[src/rtl/mcsr_vec.sv]
// Machine CSR file: mstatus/mie/mip/mtvec/mepc/mcause plus mcycle/minstret counters,
// with fixed-priority interrupt selection and direct/vectored trap targets.
module mcsr_vec #(
    parameter int pc_width_p      = 22,
    parameter int num_irq_p       = 4,
    parameter int counter_width_p = 64,
    parameter int lg_irq_lp       = (num_irq_p > 1) ? $clog2(num_irq_p) : 1
) (
    input  logic                       clk_i,
    input  logic                       reset_n_i,
    input  logic                       we_i,
    input  logic [11:0]                addr_i,
    input  logic [2:0]                 funct3_i,
    input  logic [31:0]                data_i,
    input  logic [4:0]                 rs1_i,
    output logic [31:0]                data_o,
    input  logic [num_irq_p-1:0]       irq_set_i,
    input  logic [num_irq_p-1:0]       irq_clear_i,
    input  logic                       instr_retired_i,
    input  logic                       interrupt_entered_i,
    input  logic                       mret_called_i,
    input  logic [pc_width_p-1:0]      npc_r_i,
    output logic                       interrupt_pending_o,
    output logic [lg_irq_lp-1:0]       interrupt_id_o,
    output logic [pc_width_p-1:0]      mtvec_target_o,
    output logic                       mstatus_mie_o,
    output logic [pc_width_p-1:0]      mepc_r_o
);

    localparam int hi_w_lp = counter_width_p - 32;

    logic                       mstatus_mie_r, mstatus_mpie_r;
    logic [num_irq_p-1:0]       mie_r, mip_r, irq_act;
    logic [pc_width_p-1:0]      mtvec_base_r, mepc_r;
    logic                       mtvec_mode_r;
    logic                       mcause_int_r;
    logic [4:0]                 mcause_code_r;
    logic [counter_width_p-1:0] mcycle_r, minstret_r;

    logic [31:0]          op, rd_data, csr_new;
    logic                 csr_wr;
    logic                 wr_mstatus, wr_mie, wr_mtvec, wr_mepc, wr_mcause, wr_mip;
    logic                 wr_cyc_lo, wr_cyc_hi, wr_ins_lo, wr_ins_hi;
    logic [lg_irq_lp-1:0] irq_id;
    logic [num_irq_p-1:0] mip_wr_val;

    assign op     = funct3_i[2] ? {27'b0, rs1_i} : data_i;
    assign csr_wr = we_i && (funct3_i[1:0] != 2'b00);

    always_comb begin
        rd_data = '0;
        case (addr_i)
            12'h300: rd_data = {24'b0, mstatus_mpie_r, 3'b0, mstatus_mie_r, 3'b0};
            12'h304: rd_data = 32'(mie_r) << 16;
            12'h305: rd_data = (32'(mtvec_base_r) << 2) | {31'b0, mtvec_mode_r};
            12'h341: rd_data = 32'(mepc_r) << 2;
            12'h342: rd_data = {mcause_int_r, 26'b0, mcause_code_r};
            12'h344: rd_data = 32'(mip_r) << 16;
            12'hB00: rd_data = mcycle_r[31:0];
            12'hB02: rd_data = minstret_r[31:0];
            12'hB80: rd_data = 32'(mcycle_r[counter_width_p-1:32]);
            12'hB82: rd_data = 32'(minstret_r[counter_width_p-1:32]);
            default: rd_data = '0;
        endcase
    end

    assign data_o = rd_data;

    // Read-modify-write ops act on the visible (masked) register image.
    always_comb begin
        case (funct3_i[1:0])
            2'b01:   csr_new = op;
            2'b10:   csr_new = rd_data | op;
            default: csr_new = rd_data & ~op;
        endcase
    end

    assign wr_mstatus = csr_wr && (addr_i == 12'h300);
    assign wr_mie     = csr_wr && (addr_i == 12'h304);
    assign wr_mtvec   = csr_wr && (addr_i == 12'h305);
    assign wr_mepc    = csr_wr && (addr_i == 12'h341);
    assign wr_mcause  = csr_wr && (addr_i == 12'h342);
    assign wr_mip     = csr_wr && (addr_i == 12'h344);
    assign wr_cyc_lo  = csr_wr && (addr_i == 12'hB00);
    assign wr_cyc_hi  = csr_wr && (addr_i == 12'hB80);
    assign wr_ins_lo  = csr_wr && (addr_i == 12'hB02);
    assign wr_ins_hi  = csr_wr && (addr_i == 12'hB82);

    assign irq_act = mip_r & mie_r;

    always_comb begin
        irq_id = '0;
        for (int i = 0; i < num_irq_p; i++) begin
            if (irq_act[i]) irq_id = lg_irq_lp'(i);
        end
    end

    assign interrupt_pending_o = mstatus_mie_r && (|irq_act);
    assign interrupt_id_o      = irq_id;
    assign mtvec_target_o      = mtvec_mode_r ? (mtvec_base_r + pc_width_p'(irq_id)) : mtvec_base_r;
    assign mstatus_mie_o       = mstatus_mie_r;
    assign mepc_r_o            = mepc_r;

    assign mip_wr_val = wr_mip ? csr_new[16 +: num_irq_p] : mip_r;

    always_ff @(posedge clk_i or negedge reset_n_i) begin
        if (!reset_n_i) begin
            mstatus_mie_r  <= 1'b0;
            mstatus_mpie_r <= 1'b0;
            mie_r          <= '0;
            mip_r          <= '0;
            mtvec_base_r   <= '0;
            mtvec_mode_r   <= 1'b0;
            mepc_r         <= '0;
            mcause_int_r   <= 1'b0;
            mcause_code_r  <= '0;
        end else begin
            // mret outranks entry, and both outrank a CSR write to mstatus.
            if (mret_called_i) begin
                mstatus_mie_r  <= mstatus_mpie_r;
                mstatus_mpie_r <= 1'b0;
            end else if (interrupt_entered_i) begin
                mstatus_mpie_r <= mstatus_mie_r;
                mstatus_mie_r  <= 1'b0;
            end else if (wr_mstatus) begin
                mstatus_mie_r  <= csr_new[3];
                mstatus_mpie_r <= csr_new[7];
            end

            if (wr_mie) mie_r <= csr_new[16 +: num_irq_p];

            mip_r <= (mip_wr_val & ~irq_clear_i) | irq_set_i;

            if (wr_mtvec) begin
                mtvec_base_r <= csr_new[2 +: pc_width_p];
                mtvec_mode_r <= csr_new[0];
            end

            if (interrupt_entered_i) begin
                mepc_r        <= npc_r_i;
                mcause_int_r  <= 1'b1;
                mcause_code_r <= 5'(irq_id) + 5'd16;
            end else begin
                if (wr_mepc) mepc_r <= csr_new[2 +: pc_width_p];
                if (wr_mcause) begin
                    mcause_int_r  <= csr_new[31];
                    mcause_code_r <= csr_new[4:0];
                end
            end
        end
    end

    always_ff @(posedge clk_i or negedge reset_n_i) begin
        if (!reset_n_i) begin
            mcycle_r   <= '0;
            minstret_r <= '0;
        end else begin
            if (wr_cyc_lo)      mcycle_r[31:0] <= csr_new;
            else if (wr_cyc_hi) mcycle_r[counter_width_p-1:32] <= csr_new[hi_w_lp-1:0];
            else                mcycle_r <= mcycle_r + counter_width_p'(1);

            if (wr_ins_lo)            minstret_r[31:0] <= csr_new;
            else if (wr_ins_hi)       minstret_r[counter_width_p-1:32] <= csr_new[hi_w_lp-1:0];
            else if (instr_retired_i) minstret_r <= minstret_r + counter_width_p'(1);
        end
    end

endmodule
[config.mk]
export PLATFORM = sky130hd
export DESIGN_NAME = mcsr_vec
export DESIGN_NICKNAME = d
export VERILOG_FILES = /design/src/rtl/mcsr_vec.sv
export SDC_FILE = /design/constraint.sdc
export NUM_CORES = 1
export LEC_CHECK = 0
export BUFFER_PORTS_ARGS = -buffer_cell sky130_fd_sc_hd__buf_2
export CAP_MARGIN = 10
export CORE_MARGIN = 2
export CORE_UTILIZATION = 40
export DETAILED_ROUTE_END_ITERATION = 6
export PLACE_DENSITY = 0.64
export SYNTH_ARGS = -nofsm -noshare
export SYNTH_HDL_FRONTEND = slang
export SYNTH_SLANG_ARGS = --single-unit
[constraint.sdc]
create_clock -name clk_i -period 4.35 [get_ports clk_i]
set_clock_uncertainty 0.1 [all_clocks]
set_input_delay 1.305 -clock clk_i [delete_from_list [all_inputs] [get_ports clk_i]]
set_output_delay 1.305 -clock clk_i [all_outputs]
set_load 0.005 [all_outputs]
==> results.md, run 1 <==
- Status: finished with violations
- Failing checks: DRC, setup timing
- H-Tree Depth: 4
- Share of post-route cells with drive strength above 1: 0.270
- Ys flop type: dfrtp_1
- Clk slew on worst S/H paths: 0.08 ns
- Vias post-DR: 15300
- Max Cap Viol: 0
- Critical path type: in2out
- Reg power frac: 0.450
- Period minus WS final: ~4.5 ns
- Routed Antenna Nets: 0
- Sw frac: 0.317
- CP delay by family, top: simple AND/OR/NAND/NOR gates
- Final Power: roughly 4.5 mW
- GRT overflow: 0
- Clock Latency Late Sink: 0.47 ns
- Hold_buf cts: 0
- Ant. Diodes: 0
- WP buf/inv: 4
- CTS tree: yes
- Longest Clk Path Bufs: 2
- Hold Crit Class: reg2reg
- Slowest-stage cell, CP: or4_4
- Actual slew at the worst max-slew pin: 1.23 ns
- Synth cell count leaders: nand2_1 (190), dfrtp_1 (189), nor2_1 (113)
- Final setup fails: 16
- RSZ-0062 raised after global routing: true
- Buffers added on ports: roughly 170
- Syn Area/Cell: 8.50 um^2
- Seq/Total Area, Yosys: 0.347
- Comb power frac: 0.157
- Synthesized area: between 10000 and 15000 um^2
- Most frequent cell after synthesis: nand2_1
- Post-synth ARST share: 1.00
- Pleak: 7.47 nW
- Vias/cell: 6.54
- Slowest stage delay, CP: 0.61 ns
- Crit-path max FO: 8
- DRT Pass-1 Iters: 7
- Die width: between 150 and 200 um
- Ranking of synthesized cells by area: dfrtp_1 (35%), mux2i_1 (5.6%), nand2_1 (5.2%)
- CP Cell Sequence: buf_6 -> or4_4 -> buf_8 -> nor3_4 -> buf_6 -> a222oi_1 -> nand2_1 -> buf_2
- Unique masters post-synth: 90
- Cell count after synthesis: 1606
- Final worst-path cycle share: 1.03
- CP most frequent cell: buf_6
- TritonCTS Buffers: 17
- Largest area contributor in the netlist: dfrtp_1
- Max-slew violations: 0
- Post-synth EDFFs: 0
- Total GRT Usage: 0.371
- 1st-iter DRT viols: 2030
- WP data arrival: between 3 and 4 ns
- Syn Nets: 1702
- DP HPWL: 51300 um
- Die area: approximately 36000 um^2
- Fin nets: 1977
- Hold WS: 0.447 ns
- Die extent in y: 189 um
- PwrDens: 256 nW/um^2
- Maximum vdd drop: 301 uV
- CTS Sinks: 189
- Final worst setup slack: -0.128 ns
- First-pass GRT wire length: 96100 um
- Ports: 168
- Initial antenna violation count: 1
- Initial core utilization: 0.407
- Row cnt: 67
- Root Driver: clkbuf_16
- Setup crit end kind: primary output
- Top cell type's share of synthesized area: 0.347
- Yosys synthesis warning count: 0
- Core area: between 30000 and 40000 um^2
- Post-DR wirelength/cell: between 20 and 30 um
- Area growth from synthesis to layout: 27.7%
- Clk pwr share: 0.393
- Max Fclk: ~220 MHz
- Hold Violations, Final: 0
- DRC Markers: 6
- GP Congestion: 1.04
- Number of placed instances, taps included: around 2300
- Final cell count without fillers: ~2300
- Max transition margin: 0.173
- Switching pwr: about 1.4 mW
- Critical Path Source Type: primary input
- Largest net degree at the start of global routing: 89
- Seq cells post-synth: 189
- Final Util: 0.520
- Vias in the first global route: 14100
- Worst path required time: 2.94 ns
- Fin Setup TNS: -0.784 ns
- Internal power: 3.05 mW
- Final wirelength: 67300 um
==> timing repair <==
action	CTS	global route
cloned	1	1
resized for setup	61	52
pin swaps	22	22
buffers inserted	6	13
setup endpoints to repair	33	33
==> placed cells by master, fill, tap and decap left out, drive strengths merged, types with 18 or more instances in the layout <==
master / Yosys / layout
a31oi: 33 / 33
xor2: 31 / 31
o211ai: 27 / 27
buf: 43 / 363
xnor2: 68 / 68
nand2: 190 / 190
nor3: 58 / 58
nor4: 53 / 53
dfrtp: 189 / 189
and3: 25 / 25
nor2: 115 / 115
nand4: 53 / 53
inv: 37 / 45
clkbuf: 68 / 20
nor3b: 18 / 18
a21oi: 60 / 60
nand3: 86 / 86
o21ai: 119 / 119
and4: 24 / 24
mux2i: 77 / 77
==> sequential cells by signal, summed over array words and instances (netlist names) <==
signal,count
mstatus_mie_o,1
mie_r,4
mtvec_mode_r,1
mcause_code_r,5
mcause_int_r,1
mcycle_r,64
mstatus_mpie_r,1
mepc_r_o,22
minstret_r,64
mip_r,4
mtvec_base_r,22
==> final timing paths <==
| path | startpoint | end | slack [ns] | cells past startpoint |
|---|---|---|---|---|
| setup / recovery | addr_i[5] | data_o[11] | -0.13 | 8 |
| hold / removal | mtvec_base_r[11]$_DFFE_PN0P_ | mtvec_base_r[11]$_DFFE_PN0P_ | 0.45 | 1 |
| setup reg to reg | minstret_r[41]$_DFFE_PN0P_ | minstret_r[59]$_DFFE_PN0P_ | 1.20 | 6 |
| hold reg to reg | mtvec_base_r[11]$_DFFE_PN0P_ | mtvec_base_r[11]$_DFFE_PN0P_ | 0.45 | 1 |
| max in group asynchronous | reset_n_i | mip_r[3]$_DFF_PN0_ | 2.45 | 2 |
| min in group asynchronous | reset_n_i | mepc_r_o[0]$_DFFE_PN0P_ | 0.78 | 1 |
==> power by group through the flow <==
stage | logic, mW | clock network (mW) | registers [mW]
after detailed placement | 0.638 | 0 | 2.03
after global routing | 0.749 | 1.83 | 2.01
after CTS | 0.660 | 1.76 | 2.00
after global placement | 0.632 | 0 | 2.03
final | 0.702 | 1.76 | 2.01
after floorplan | 0.324 | 0 | 1.96
==> metal layers <==
metal,track usage,routed length (um),vias up
li1,-,-,6564
met1,0.489,26500,7476
met2,0.573,29300,1056
met3,0.0726,7230,223
met4,0.201,4250,0
met5,0,0,-
==> cell families after synthesis <==
group | share of synthesized area
AND/OR/NAND/NOR | 0.282
AO/OA/AOI/OAI | 0.179
flip-flops | 0.347
buffers and inverters | 0.0485
XOR/XNOR | 0.0635
multiplexers | 0.0722
adder cells (fa/ha/maj) | 0.00789
==> area by class of cell <==
cell class | instances | area, um^2
clock buffer | 17 | 425
clock inverter | 15 | 199
fill | 3207 | 16100
inverter | 37 | 139
multi-input combinational | 1269 | 8680
sequential | 189 | 4730
tap | 448 | 561
timing repair buffer | 367 | 2690
==> metrics by stage <==
stage,instance area [um^2],worst slack (ns)
2_1_floorplan,13600,0.164
3_3_place_gp,16000,-0.344
3_5_place_dp,16000,-0.280
4_1_cts,17000,-0.0471
5_1_grt,17400,-0.127
6_report,17400,-0.128
Power figures use the tool's default switching activity.
==> run 2: changes to the inputs <==
--- a/config.mk
+++ b/config.mk
@@ -7,9 +7,10 @@
 export LEC_CHECK = 0
 export BUFFER_PORTS_ARGS = -buffer_cell sky130_fd_sc_hd__buf_2
 export CAP_MARGIN = 10
-export CORE_MARGIN = 2
+export CORE_MARGIN = 4
 export CORE_UTILIZATION = 40
 export DETAILED_ROUTE_END_ITERATION = 6
+export HOLD_SLACK_MARGIN = 0.02
 export PLACE_DENSITY = 0.64
 export SYNTH_ARGS = -nofsm -noshare
 export SYNTH_HDL_FRONTEND = slang
==> run 2 against run 1 <==
The run ends with setup timing left. Count of clock-buffer cells in the layout unchanged. Total power up 1.4%. Critical path depth shrank 2. Global-route usage shrank 4.0 points. Sequential cell count stayed put. Sequential share of layout area rose by 0.36 points. Clock power rose by 5%. First-iteration DRC count is 20% higher. Sequential power barely moved. Largest power group unchanged.
==> results.md, run 2 (synthesis gave the netlist of run 1 again) <==
- Status: finished with violations
- Failing checks: setup timing
- Busiest grt layer: met2
- Period minus WS final: 4.35 ns (-0.123 ns)
- M3 GR Usage: 0.0765 (+0.00388)
- Met1 usage: 0.442 (-0.0470)
- R2r setup slk: 1.26 ns (+0.06 ns)
- H-Tree Depth: 4 (unchanged)
- Register area: 4730 um^2 (unchanged)
- Max Cap Viol: 0 (unchanged)
- Die area: 37100 um^2 (+4.3%)
- Root Driver: clkbuf_16
- Fin nets: 1971 (-0.30%)
- Crit-path max FO: 6 (-2)
- Die width: 193 um (+2.1%)
- Hold WS: 0.431 ns (-0.0163 ns)
- CTS tree: yes
- Buffers added on ports: 167 (unchanged)
- Pleak: 7.36 nW (-1.4%)
- Worst path required time: 2.94 ns (about the same)
- Critical Path Source Type: primary input
- Area growth from synthesis to layout: 26.0%
- Final setup fails: 1 (-15)
- Hold_buf cts: 0 (unchanged)
- Final cell count without fillers: 2338 (-0.17%)
- Hold Crit Class: reg2reg
- Met2 Use GR: 0.511 (-0.0616)
- Hold Crit Depth: 1 (unchanged)
- Share of post-route cells with drive strength above 1: 0.265 (-0.00550)
- Final Power: 4.53 mW (+1.4%)
- RSZ-0062 raised after global routing: true
- Routed Antenna Nets: 0 (unchanged)
- Clock Latency Late Sink: 0.45 ns (-0.02 ns)
- Total GRT Usage: 0.331 (-0.0395)
- Row cnt: 67 (unchanged)
- Number of placed instances, taps included: 2282 (-0.35%)
- 1st-iter DRT viols: 2434 (+20%)
- Post-DR wirelength/cell: 27.1 um (-5.5%)
- Core area: 33600 um^2 (+0.25%)
- Critical path type: in2out
- CP Cell Sequence: buf_8 -> or4_4 -> buf_6 -> nor4_1 -> o21bai_1 -> buf_2
- R2r endpoint: minstret_r[59]$_DFFE_PN0P_
- PwrDens: 264 nW/um^2 (+2.8%)
- Largest regs: mcycle_r: 64 flops, minstret_r: 64 flops
- WP data arrival: 2.95 ns (-0.12 ns)
- Longest Clk Path Bufs: 2 (unchanged)
- HP Start: mtvec_base_r[11]$_DFFE_PN0P_
- Clk slew on worst S/H paths: 0.08 ns (about the same)
- Most common cell after layout, fill and taps aside: dfrtp_1
- GRT overflow: 0 (unchanged)
- Largest net degree at the start of global routing: 82 (-7.9%)
- Final worst setup slack: -0.00498 ns (+0.123 ns)
- Slowest-stage cell, CP: or4_4
- Initial core utilization: 0.406 (-0.00101)
- # fillers: 3225 (+0.56%)
- Reg2reg path depth: 6 (unchanged)
- Initial antenna violation count: 3 (+2)
- CTS Sinks: 189 (unchanged)
- Vias in the first global route: 14000 (-0.79%)
- DP HPWL: 48400 um (-5.7%)
- DRC Markers: 0 (-6)
- Hold Violations, Final: 0 (unchanged)
- RR Startpoint: minstret_r[39]$_DFFE_PN0P_
- Ports: 168 (unchanged)
- Max-slew violations: 0 (unchanged)
- First-pass GRT wire length: 91500 um (-4.9%)
- Final wirelength: 63500 um (-5.7%)
- Area of the multi-input gates: 8580 um^2 (-1.1%)
- Maximum vdd drop: 276 uV (-8.3%)
- Actual slew at the worst max-slew pin: 1.15 ns (-0.0832 ns)
- DRT Pass-1 Iters: 7 (unchanged)
- Vias post-DR: 15200 (-1.1%)
- TritonCTS Buffers: 17 (unchanged)
- Max transition margin: 0.225 (+0.0522)
- Max Fclk: 230 MHz (+2.8%)
- Vias/cell: 6.48 (-0.90%)
- GP Congestion: 1.04 (-0.79%)
- Setup crit end kind: primary output
- Slowest stage delay, CP: 0.60 ns (about the same)
- Hold path endpoint: mtvec_base_r[11]$_DFFE_PN0P_
- Die extent in y: 193 um (+2.1%)
- Final worst-path cycle share: 1.00 (-0.0283)
- Most frequent cells in the layout: dfrtp_1 (189), nand2_1 (185), buf_4 (171), buf_2 (156), nor2_1 (112)
[run 2: layout make-up]
class | instances | area share
antenna | 2 | 0.000291
clock buffer | 17 | 0.0247
clock inverter | 15 | 0.0144
inverter | 37 | 0.00808
multi-input combinational | 1269 | 0.499
sequential | 189 | 0.275
tap | 448 | 0.0326
timing repair buffer | 361 | 0.146
[run 2: worst max path at each step]
stage / startpoint / to
2_1_floorplan: addr_i[7] / data_o[10]
3_3_place_gp: addr_i[0] / data_o[5]
3_5_place_dp: addr_i[7] / data_o[19]
4_1_cts: addr_i[4] / data_o[0]
5_1_grt: addr_i[0] / data_o[0]
6_report: addr_i[0] / data_o[29]
[run 2: where the power goes]
group / switching (mW) / internal (mW) / leakage, nW
sequential: 0.166 / 1.84 / 2.36
clock: 0.803 / 1.04 / 0.322
combinational: 0.411 / 0.267 / 4.68
total: 1.38 / 3.15 / 7.36
[run 2: worst max-delay path: cells and delay by family]
family	cells	cell delay, ns
buffers and inverters	3	0.45
AND/OR/NAND/NOR	2	0.95
AO/OA/AOI/OAI	1	0.24
[run 2: stage by stage]
step / setup TNS (ns) / instance area [um^2] / util / worst slack [ns]
final: -0.00498 / 17200 / 0.512 / -0.00498
after global placement: -2.40 / 15900 / 0.473 / -0.199
after floorplan: 0 / 13600 / - / 0.164
after CTS: -0.132 / 16900 / 0.503 / -0.0318
after global routing: -0.224 / 17200 / 0.511 / -0.0564
after detailed placement: -2.67 / 15900 / 0.473 / -0.217
[run 2: timing repair]
action | in CTS | in global routing
resized for setup | 56 | 50
hold endpoints to repair | 0 | 0
pin swaps | 22 | 25
setup endpoints to repair | 31 | 38
buffers inserted | 11 | 14
[run 2: layer usage]
| layer | up-vias | wire length [um] | share of wire |
|---|---|---|---|
| met5 | - | 18 | 0.00028 |
| met4 | 4 | 3330 | 0.052 |
| met3 | 207 | 7130 | 0.11 |
| met2 | 1084 | 27700 | 0.44 |
| met1 | 7312 | 25300 | 0.40 |
| li1 | 6548 | - | - |
